==> config.mk <==
export PLATFORM = sky130hd
export DESIGN_NAME = serial_borrow_subtractor
export DESIGN_NICKNAME = d
export VERILOG_FILES = /design/src/rtl/arith_pkg.sv /design/src/rtl/borrow_chunk.sv /design/src/rtl/serial_borrow_subtractor.sv
export SDC_FILE = /design/constraint.sdc
export NUM_CORES = 1
export LEC_CHECK = 0
export CAP_MARGIN = 20
export CORE_MARGIN = 5
export CORE_UTILIZATION = 45
export DETAILED_ROUTE_END_ITERATION = 12
export PLACE_DENSITY = 0.8
export SYNTH_ARGS = -nofsm -noshare
export SYNTH_HDL_FRONTEND = slang
export SYNTH_HIERARCHICAL = 1
export SYNTH_SLANG_ARGS = --single-unit
==> constraint.sdc <==
create_clock -name clk -period 3.4 [get_ports clk]
set_input_delay 0.51 -clock clk [delete_from_list [all_inputs] [get_ports clk]]
set_output_delay 0.51 -clock clk [all_outputs]
set_load 0.005 [all_outputs]
==> src/rtl/arith_pkg.sv <==
// Shared arithmetic types and the per-bit borrow equations
// used by the subtractor blocks.
package arith_pkg;

    typedef enum logic [1:0] {
        IDLE = 2'd0,
        BUSY = 2'd1,
        DONE = 2'd2
    } sub_state_t;

    // Returns {borrow_out, difference} for one bit position.
    function automatic logic [1:0] sub_bit(
        input logic a,
        input logic b,
        input logic bi
    );
        logic d;
        logic bo;
        d  = a ^ b ^ bi;
        bo = (~a & b) | (bi & ~(a ^ b));
        return {bo, d};
    endfunction

endpackage

==> src/rtl/borrow_chunk.sv <==
// N-bit combinational ripple-borrow slice built from the
// shared per-bit borrow function.
module borrow_chunk
    import arith_pkg::*;
#(
    parameter int N = 4
) (
    input  logic [N-1:0] a,
    input  logic [N-1:0] b,
    input  logic         bi,
    output logic [N-1:0] d,
    output logic         bo
);

    logic [N:0] br;
    logic [1:0] r;

    always_comb begin
        br    = '0;
        d     = '0;
        r     = '0;
        br[0] = bi;
        for (int i = 0; i < N; i++) begin
            r       = sub_bit(a[i], b[i], br[i]);
            d[i]    = r[0];
            br[i+1] = r[1];
        end
        bo = br[N];
    end

endmodule

==> src/rtl/serial_borrow_subtractor.sv <==
// Multi-cycle subtractor D = A - B - Bin, CHUNK bits per clock.
// Define SERIAL_SUB_OVF_EN to add the signed overflow output ovf.
module serial_borrow_subtractor
    import arith_pkg::*;
#(
    parameter int WIDTH = 16,
    parameter int CHUNK = 4
) (
    input  logic             clk,
    input  logic             rst,
    input  logic             in_valid,
    output logic             in_ready,
    input  logic [WIDTH-1:0] A,
    input  logic [WIDTH-1:0] B,
    input  logic             Bin,
    output logic             out_valid,
    input  logic             out_ready,
    output logic [WIDTH-1:0] D,
    output logic             Bout
`ifdef SERIAL_SUB_OVF_EN
    ,
    output logic             ovf
`endif
);

    localparam int NCHUNK = WIDTH / CHUNK;
    localparam int IDXW   = (NCHUNK > 1) ? $clog2(NCHUNK) : 1;

    generate
        if (CHUNK < 1 || CHUNK > WIDTH || (WIDTH % CHUNK) != 0) begin : g_bad_param
            $error("serial_borrow_subtractor: CHUNK must divide WIDTH");
        end
    endgenerate

    sub_state_t       state_q, state_d;
    logic [WIDTH-1:0] a_q, a_d;
    logic [WIDTH-1:0] b_q, b_d;
    logic [WIDTH-1:0] dout_q, dout_d;
    logic [IDXW-1:0]  idx_q, idx_d;
    logic             br_q, br_d;
    logic             bout_q, bout_d;

    logic [CHUNK-1:0] a_sl;
    logic [CHUNK-1:0] b_sl;
    logic [CHUNK-1:0] dif;
    logic             bo;
    logic             last;

    // Constant-index mux keeps the slice select free of variable part-selects.
    always_comb begin
        a_sl = '0;
        b_sl = '0;
        for (int i = 0; i < NCHUNK; i++) begin
            if (idx_q == IDXW'(i)) begin
                a_sl = a_q[i*CHUNK +: CHUNK];
                b_sl = b_q[i*CHUNK +: CHUNK];
            end
        end
    end

    borrow_chunk #(
        .N (CHUNK)
    ) u_chunk (
        .a  (a_sl),
        .b  (b_sl),
        .bi (br_q),
        .d  (dif),
        .bo (bo)
    );

    assign last = (idx_q == IDXW'(NCHUNK - 1));

    always_comb begin
        state_d = state_q;
        a_d     = a_q;
        b_d     = b_q;
        dout_d  = dout_q;
        idx_d   = idx_q;
        br_d    = br_q;
        bout_d  = bout_q;
        unique case (state_q)
            IDLE: begin
                if (in_valid) begin
                    a_d     = A;
                    b_d     = B;
                    br_d    = Bin;
                    idx_d   = '0;
                    state_d = BUSY;
                end
            end
            BUSY: begin
                for (int i = 0; i < NCHUNK; i++) begin
                    if (idx_q == IDXW'(i)) begin
                        dout_d[i*CHUNK +: CHUNK] = dif;
                    end
                end
                br_d = bo;
                if (last) begin
                    idx_d   = '0;
                    bout_d  = bo;
                    state_d = DONE;
                end else begin
                    idx_d = idx_q + 1'b1;
                end
            end
            DONE: begin
                if (out_ready) begin
                    state_d = IDLE;
                end
            end
            default: state_d = IDLE;
        endcase
    end

    always_ff @(posedge clk or posedge rst) begin
        if (rst) begin
            state_q <= IDLE;
            a_q     <= '0;
            b_q     <= '0;
            dout_q  <= '0;
            idx_q   <= '0;
            br_q    <= 1'b0;
            bout_q  <= 1'b0;
        end else begin
            state_q <= state_d;
            a_q     <= a_d;
            b_q     <= b_d;
            dout_q  <= dout_d;
            idx_q   <= idx_d;
            br_q    <= br_d;
            bout_q  <= bout_d;
        end
    end

    assign in_ready  = (state_q == IDLE);
    assign out_valid = (state_q == DONE);
    assign D         = dout_q;
    assign Bout      = bout_q;

`ifdef SERIAL_SUB_OVF_EN
    logic ovf_q, ovf_d;

    // The final slice always carries the MSB, so dif[CHUNK-1] is D's sign.
    always_comb begin
        ovf_d = ovf_q;
        if (state_q == BUSY && last) begin
            ovf_d = (a_q[WIDTH-1] != b_q[WIDTH-1]) &&
                    (dif[CHUNK-1] != a_q[WIDTH-1]);
        end
    end

    always_ff @(posedge clk or posedge rst) begin
        if (rst) begin
            ovf_q <= 1'b0;
        end else begin
            ovf_q <= ovf_d;
        end
    end

    assign ovf = ovf_q;
`endif

endmodule

==> metrics.csv <==
stage;metric;value;unit
status;status;finished clean;
power_and_ir_drop;Comb pwr share;53.8;%
cts;Clock Path Buffers;2;
finish;n_diodes;0;
floorplan;Die ar.;7338;sq um
floorplan;Die Ht;85.67;microns
worst_setup_path;crit-path max FO;5;
global_routing;vias in the first global route;1688;
power_and_ir_drop;PD cells;1044;nW/um^2
route;via count;1612;
synth;sequential share of the synthesized area;52.45;%
global_routing;first-pass GRT wire length;8535;microns
floorplan;num ports;56;
timing;Slew @ Worst Pin;0.5660;ns
route;WL final;5034;microns
power_and_ir_drop;NetSw;1.252;mW
global_routing;initial antenna violation count;0;
timing;worst slew margin relative to its limit;62.27;%
timing;Final setup viols;0;
cts;Clock Latency Late Sink;0.30;ns
floorplan;Initial Utilization;46.50;%
placement;DP Worst Slack;0.005067;ns
power_and_ir_drop;Int Power;2.248;mW
power_and_ir_drop;switching portion of total power;35.76;%
cts;Inserted Clock Buffers;5;
route;Routed Antenna Nets;0;
worst_setup_path;crit path DAT;3.40;ns
cts;postcts setup bufs;0;
placement;half-perimeter wire length after placement;3965;microns
power_and_ir_drop;Leak Pwr;1.504;nW
synth;Netlist Area Pre-Place;2576;sq um
timing;setup ws final;0.1777;ns
synth;synthesized flop and latch total;54;
route;Detailed Route Iter0 Violations;74;
finish;Register Area;1353;sq um
timing;Hold Slack;0.4934;ns
synth;synthesized instance count;186;
synth;syn_nets;231;
route;# DRC;0;
cts;H-tree depth;2;
global_routing;largest net degree at the start of global routing;55;
cts;clock root buffer;clkbuf_8;
route;Initial DRT Pass Iterations;4;
route;Vias/cell;5.038;
timing;fin crit share;94.77;%
floorplan;row count;27;
floorplan;Die Width;85.67;microns
timing;max frequency;0.3103;GHz
placement;Placer Congestion;0.7837;
finish;post-route insts no fill;320;
synth;Avg Cell Area, Syn;13.85;sq um
global_routing;total congestion overflow;0;
cts;hold buffers post-CTS;0;
timing;final hold violation count;0;
floorplan;core region area;5540;sq um
cts;CTS tree;built;
finish;commonest non-fill, non-tap cell in the layout;clkdlybuf4s50_1;
synth;synth warn;6;
finish;Synth-to-Final Area Change;30.16;%
worst_setup_path;CP Data Required Time;3.58;ns
global_routing;total track usage;14.88;%
placement;I/O Buffers;55;
route;wire per inst;15.73;microns
power_and_ir_drop;clock share of power;11.4;%
timing;setup TNS;0;ns
worst_setup_path;critical path launch point type;flop;
finish;filler instances;465;
synth;Cell variety after synth;24;
timing;RSZ-0062 raised after global routing;no;
cts;clk slew on worst S/H paths;0.09;ns
finish;nets@finish;292;
flow_run;Max-Cap Viols;0;
timing;min Tclk post-route;3.222;ns
finish;Multi-input gate area;1110;sq um
min_path;Hold WC Path Type;flop to flop;
worst_setup_path;Crit Path Category;flop to flop;
power_and_ir_drop;Final Power;3.500;mW
finish;fraction of layout cells with a size suffix above 1;21.77;%
worst_setup_path;Worst setup EP type;flop;
cts;clock sink total;54;
power_and_ir_drop;sequential power share;34.8;%
placement;dpl cells;311;
timing;Worst Skew;0.006290;ns
timing;Slew Limit Fails;0;
power_and_ir_drop;peak supply drop;475.9;uV
finish;most frequent cells in the layout;clkdlybuf4s50_1 (55), dfrtp_1 (53), mux2_4 (30);
final timing paths:
| path | from | depth (start not counted) | slack (ns) | to |
|---|---|---|---|---|
| max | idx_q[0] | 12 | 0.18 | D[7] |
| min | D[5] | 1 | 0.49 | D[5] |
| max reg2reg | idx_q[0] | 12 | 0.18 | D[7] |
| min reg2reg | D[5] | 1 | 0.49 | D[5] |
| max in group asynchronous | rst | 3 | 2.29 | idx_q[0] |
| min in group asynchronous | rst | 2 | 0.57 | a_q[9] |
cells in the mapped netlist (all sizes together):
cell type / count / area (sq um)
or2: 1 / 6.260
a221oi: 13 / 113.9
a22o: 1 / 8.760
o21ai: 2 / 10.01
dfrtp: 54 / 1351
mux2: 49 / 664.4
nand2: 6 / 22.52
ha: 4 / 50.05
nor2b: 2 / 12.51
fa: 4 / 80.08
buf: 4 / 45.04
clkbuf: 4 / 15.01
o21bai: 1 / 7.510
nand2b: 2 / 12.51
and2: 1 / 6.260
and2b: 1 / 7.510
o22ai: 4 / 25.02
mux2i: 1 / 10.01
inv: 20 / 75.07
nor2: 11 / 43.80
nor4b: 1 / 8.760
repair_timing:
item / 4_1_cts / 5_1_grt
resized for setup: 1 / 5
endpoints found under the hold margin: 0 / 0
setup endpoints to repair: 4 / 4
through the flow:
step | cell area (sq um) | util (%)
detailed placement | 3203 | 57.81
global route | 3353 | 60.52
floorplan | 2576 | -
finish | 3353 | 60.52
CTS | 3319 | 59.91
global placement | 3203 | 57.81
critical path, cell delays in order (launching register included):
cell and delay (ns):
dfrtp_2 0.45, ha_2 0.22, or2_1 0.26, a221oi_1 0.22
nor2_1 0.08, inv_1 0.07, fa_1 0.17, inv_1 0.06
fa_1 0.37, fa_1 0.37, inv_1 0.07, fa_1 0.45
mux2_1 0.31
cell families (layout without fill, tap and decap cells):
| group | count (synthesis) | after routing | share of synthesized area (%) |
|---|---|---|---|
| flops | 54 | 54 | 52.45 |
| fa+ha+maj | 8 | 8 | 5.051 |
| buf+inv | 28 | 90 | 5.245 |
| compound gates | 21 | 21 | 6.411 |
| simple gates | 25 | 25 | 4.663 |
| mux | 50 | 50 | 26.18 |
state kept, by name, summed over array words and instances, names as in the netlist:
signal	cells
a_q	16
Bout	1
D	16
state_q	2
b_q	16
idx_q	2
br_q	1
per-layer routing:
layer | share of wire, % | GRT usage (%)
met4 | 0.28 | 3.022
met2 | 50 | 24.72
met3 | 5.6 | 3.842
met1 | 44 | 19.80
met5 | 0 | 0
power groups by stage:
stage / combinational, mW / clock (mW) / sequential (mW)
3_5_place_dp: 1.90 / 0 / 1.23
2_1_floorplan: 1.29 / 0 / 1.16
3_3_place_gp: 1.82 / 0 / 1.21
5_1_grt: 2.11 / 0.438 / 1.27
6_report: 1.88 / 0.398 / 1.22
4_1_cts: 1.91 / 0.407 / 1.22
cell type report:
class                      instances  area share, %
sequential                        54          40.34
inverter                          20          2.239
tap                               72          2.687
multi-input combinational        104          33.10
clock buffer                       8          3.284
timing repair buffer              62          18.36
(Power assumes the default switching activity.)
